## src/rtl/socetlib_multi_counter.sv

```systemverilog
// socetlib_multi_counter
// Bank of NCHAN independent NBITS-wide counters. Each channel supports
// clear, parallel load, up/down counting by a shared step, an inclusive
// per-channel limit, and wrap or saturate behaviour at the bounds.
// Terminal-count events are reported on tc_flag as one-cycle pulses by
// default; define MULTI_COUNTER_STICKY_EN to make them sticky flags that
// are cleared by flag_ack, clear or RST.
module socetlib_multi_counter #(
  parameter int NBITS = 32,
  parameter int NCHAN = 4
) (
  input  logic                   CLK,
  input  logic                   RST,
  input  logic [NCHAN-1:0]       clear,
  input  logic [NCHAN-1:0]       load,
  input  logic [NCHAN*NBITS-1:0] load_val,
  input  logic [NCHAN-1:0]       count_enable,
  input  logic [NCHAN-1:0]       down,
  input  logic [NCHAN-1:0]       saturate,
  input  logic [NBITS-1:0]       step,
  input  logic [NCHAN*NBITS-1:0] limit_val,
  input  logic [NCHAN-1:0]       flag_ack,
  output logic [NCHAN*NBITS-1:0] count_out,
  output logic [NCHAN-1:0]       at_limit,
  output logic [NCHAN-1:0]       at_zero,
  output logic [NCHAN-1:0]       tc_flag,
  output logic                   any_tc
);

`ifndef MULTI_COUNTER_STICKY_EN
  // Acknowledge has no meaning when events are plain pulses.
  logic unused_flag_ack;
  assign unused_flag_ack = ^flag_ack;
`endif

  genvar gi;
  generate
    for (gi = 0; gi < NCHAN; gi++) begin : g_chan
      logic [NBITS-1:0] cnt_q;
      logic [NBITS-1:0] cnt_d;
      logic             flag_q;
      logic             flag_d;
      logic             tc_event;
      logic [NBITS-1:0] lim;
      logic [NBITS-1:0] lval;
      logic [NBITS:0]   sum;

      assign lim  = limit_val[gi*NBITS +: NBITS];
      assign lval = load_val[gi*NBITS +: NBITS];
      // One extra bit so an up-count past the top of the range is still
      // seen as exceeding the limit rather than silently wrapping.
      assign sum  = {1'b0, cnt_q} + {1'b0, step};

      // Next count and terminal event: clear > load > count > hold.
      always_comb begin
        cnt_d    = cnt_q;
        tc_event = 1'b0;
        if (clear[gi]) begin
          cnt_d = '0;
        end else if (load[gi]) begin
          cnt_d = lval;
        end else if (count_enable[gi]) begin
          if (!down[gi]) begin
            if (sum <= {1'b0, lim}) begin
              cnt_d    = sum[NBITS-1:0];
              tc_event = (sum[NBITS-1:0] == lim);
            end else begin
              // Overshoot: either wrap to zero or pin at the limit; both
              // count as a terminal event, including repeated pinning.
              cnt_d    = saturate[gi] ? lim : '0;
              tc_event = 1'b1;
            end
          end else begin
            if (cnt_q >= step) begin
              cnt_d    = cnt_q - step;
              tc_event = (cnt_q == step);
            end else begin
              cnt_d    = saturate[gi] ? '0 : lim;
              tc_event = 1'b1;
            end
          end
        end
      end

      // Event flag next state: pulse, or sticky with set winning over ack.
      always_comb begin
        flag_d = tc_event;
`ifdef MULTI_COUNTER_STICKY_EN
        if (clear[gi]) begin
          flag_d = 1'b0;
        end else begin
          flag_d = tc_event | (flag_q & ~flag_ack[gi]);
        end
`endif
      end

      // Count and flag registers with synchronous reset.
      always_ff @(posedge CLK) begin
        if (RST) begin
          cnt_q  <= '0;
          flag_q <= 1'b0;
        end else begin
          cnt_q  <= cnt_d;
          flag_q <= flag_d;
        end
      end

      assign count_out[gi*NBITS +: NBITS] = cnt_q;
      assign tc_flag[gi]  = flag_q;
      assign at_limit[gi] = (cnt_q == lim);
      assign at_zero[gi]  = (cnt_q == '0);
    end
  endgenerate

  assign any_tc = |tc_flag;

endmodule

```

## config.mk

```make
export PLATFORM = sky130hd
export DESIGN_NAME = socetlib_multi_counter
export DESIGN_NICKNAME = d
export VERILOG_FILES = /design/src/rtl/socetlib_multi_counter.sv
export SDC_FILE = /design/constraint.sdc
export NUM_CORES = 2
export LEC_CHECK = 0
export ABC_CLOCK_PERIOD_IN_PS = 6800
export CAP_MARGIN = 20
export CORE_AREA = 3 3 255 232
export CTS_CLUSTER_DIAMETER = 150
export CTS_CLUSTER_SIZE = 8
export DETAILED_ROUTE_END_ITERATION = 10
export DIE_AREA = 0 0 258 235
export GPL_TIMING_DRIVEN = 0
export PLACE_DENSITY = 0.86
export SYNTH_ARGS = -nofsm -noshare
export SYNTH_HDL_FRONTEND = slang
export SYNTH_SLANG_ARGS = --single-unit
```

## constraint.sdc

```tcl
create_clock -name CLK -period 6.8 [get_ports CLK]
set_clock_uncertainty 0.15 [all_clocks]
set_input_delay 1.36 -clock CLK [delete_from_list [all_inputs] [get_ports CLK]]
set_output_delay 1.36 -clock CLK [all_outputs]
set_load 0.01 [all_outputs]
```

==> results.md <==
- Status: finished, violations left
- Failing checks: negative setup slack
- Max Cap Viol: 0
- Worst Hold Class: flop to flop
- Largest family of logic cells by synthesized area: compound AO/OA/AOI/OAI gates
- Fin util: 64.5%
- Worst VDD drop: 0.196 mV
- Drt initial violations: 5992
- Fin Setup TNS: -0.0661 ns
- Most frequent cells in the layout: 413 x a21oi_1, 409 x clkdlybuf4s50_1, 362 x ha_1
- Pwr Density: 138 mW/mm^2
- Area share of the largest cell type after synthesis: 16.7%
- Final Hold Fails: 0
- Required time worst endpoint: 7.08 ns
- Chip Height: 235 um
- Final setup vio count: 3
- Fin crit period: 6.83 ns
- DR WL/cell: 27.4 um
- TritonCTS buffer count: 17
- Nets: 5360
- Root buf cell: clkbuf_16
- Crit-path slowest cell: a221o_1
- Buf/Inv on CP: 8
- Design area: 0.0367 mm^2
- Most common cell after layout, fill and taps aside: a21oi_1
- LEAKAGE: 0.0156 uW
- CTS tree: yes
- Post-synth ARST share: 0%
- Number of global-route vias before repair: 34100
- Syn Inst Count: 4123
- IO Pins: 455
- Worst EP arrival: 7.12 ns
- Fin crit share: 101%
- Vias: 37500
- Total GRT Usage: 46.1%
- CTS HTree Levels: 4
- CP top delay family: compound AO/OA/AOI/OAI gates
- Initial antenna violation count: 1
- Site row count: 83
- #FFs+latches synth: 132
- Worst slack, placed: -3.45 ns
- Mapped Area: 0.0288 mm^2
- XOR/XNOR Fraction of Synth Area: 10.1%
- Post-synthesis compound-gate area fraction: 32.5%
- Rel. slew slack: 33.8%
- Layout cells sized above 1: 9.45%
- Clock Tree Buf Depth: 2
- Worst skew pair latency: 0.51 ns
- Antenna-violating nets left: 0
- Detailed placer's ending HPWL: 115000 um
- Post-synthesis adder-cell area fraction: 17.2%
- Worst setup SP type: input pin
- Total grt overflow: 0
- Slew Limit Fails: 0
- Ys flop type: dfxtp_1
- Part of the Yosys area used for sequential elements: 9.18%
- Final WS setup: -0.0346 ns
- First-pass GRT wire length: 215000 um
- EDFF count, synth: 0
- Routed Wire Length: 149000 um
- CP Capture Type: flop
- Placed instance area: 0.0342 mm^2
- I/O Buffers: 441
- Initial DRT Pass Iterations: 10
- Overall Power: 5050 uW
- Distinct cells, synth: 90
- Clock Sinks: 132
- Worst Tran Pin Value: 0.991 ns
- Net Count, Synth: 4829
- Layout area overhead: 27.3%
- Crit Path Max Fanout: 10
- Multiplexer share of the synthesized area: 0.973%
- Die W: 258 um
- Die area: 0.0606 mm^2
- Largest net degree at the start of global routing: 17
- Core box area: 0.0568 mm^2
- Simple-gate share of the synthesized area: 22.1%
- Critical path type: input pin to flop
- Fmax: 146 MHz
- Top cell type by total area after synthesis: ha_1
- Via density: 6.90
- Area contributors post-synth: ha_1 17%, dfxtp_1 9.2%, a21oi_1 7.4%
- Clock Pin Slew Worst Setup and Hold Paths: 0.07 ns
- Synth Warn #: 0
- Syn Area/Cell: 6.98 um^2
- GPL Wtd Cong: 1.09
- Initial Utilization: 50.7%
- CP max stage delay: 0.41 ns
- # DRC: 0
layout make-up:
class | count | area [um^2]
Multi-Input combinational cell | 3409 | 24900
Fill cell | 5196 | 20100
Timing Repair Buffer | 537 | 5190
Sequential cell | 132 | 2640
Inverter | 319 | 1280
Buffer | 238 | 1110
Tap cell | 765 | 957
Clock buffer | 24 | 492
Clock inverter | 8 | 51.3
Antenna cell | 3 | 7.51
Yosys cell counts, drive strengths merged, types with 49 or more instances:
master,number
a211oi,80
a21o,71
a21oi,425
a31oi,61
and3,68
buf,63
clkbuf,200
dfxtp,132
ha,384
inv,316
nand2,223
nand3,114
nand4,66
nor2,306
nor3,128
nor4,104
o211ai,57
o21ai,237
o31ai,52
or3,49
xnor2,169
xor2,162
per-layer routing:
layer / global-route usage (%) / vias to the layer above / routed length (um)
li1: - / 16400 / -
met5: 0 / - / 0
met3: 15.9 / 632 / 23200
met2: 65.1 / 3187 / 58700
met1: 60.9 / 17300 / 56600
met4: 25.3 / 0 / 10400
registers in the layout (all words and copies together), names as in the netlist:
register	flops
g_chan.cnt_q	128
g_chan.flag_q	4
where the power goes:
group / internal (uW) / switching [uW]
logic: 1230 / 1930
clock network: 501 / 443
registers: 814 / 141
cells by family after synthesis:
group                      Yosys count
AOI/OAI and AO/OA                 1406
xor gates and xnor gates           331
adders and majority gates          392
buffers and inverters              582
DFF                                132
muxes                               27
and+or+nand+nor                   1253
through the flow:
step	hold WS [ns]	cells
final	0.481	5435
after CTS	0.476	5386
after floorplan	0.461	4123
after global placement	0.467	5329
after global routing	0.521	5432
after detailed placement	0.469	5330
repair_timing:
action,4_1_cts,5_1_grt
pin swaps,18,71
buffers inserted,35,58
gates resized for setup,243,223
hold buffers,0,0
endpoints found under the setup margin,132,128
tightest hold or removal path, stage by stage, from the launching register on:
cell     delay [ns]
dfxtp_1        0.37
a21oi_1        0.14
a21oi_1        0.07
final timing paths:
path	startpoint	endpoint	slack (ns)	cells past startpoint
max	step[6]	g_chan[0].cnt_q[14]$_SDFFE_PP0P_	-0.03	26
min	g_chan[2].cnt_q[5]$_SDFFE_PP0P_	g_chan[2].cnt_q[5]$_SDFFE_PP0P_	0.48	2
max reg2reg	g_chan[0].cnt_q[0]$_SDFFE_PP0P_	g_chan[0].cnt_q[14]$_SDFFE_PP0P_	0.45	25
min reg2reg	g_chan[2].cnt_q[5]$_SDFFE_PP0P_	g_chan[2].cnt_q[5]$_SDFFE_PP0P_	0.48	2
Note: power is estimated with default switching activity, not from simulation.
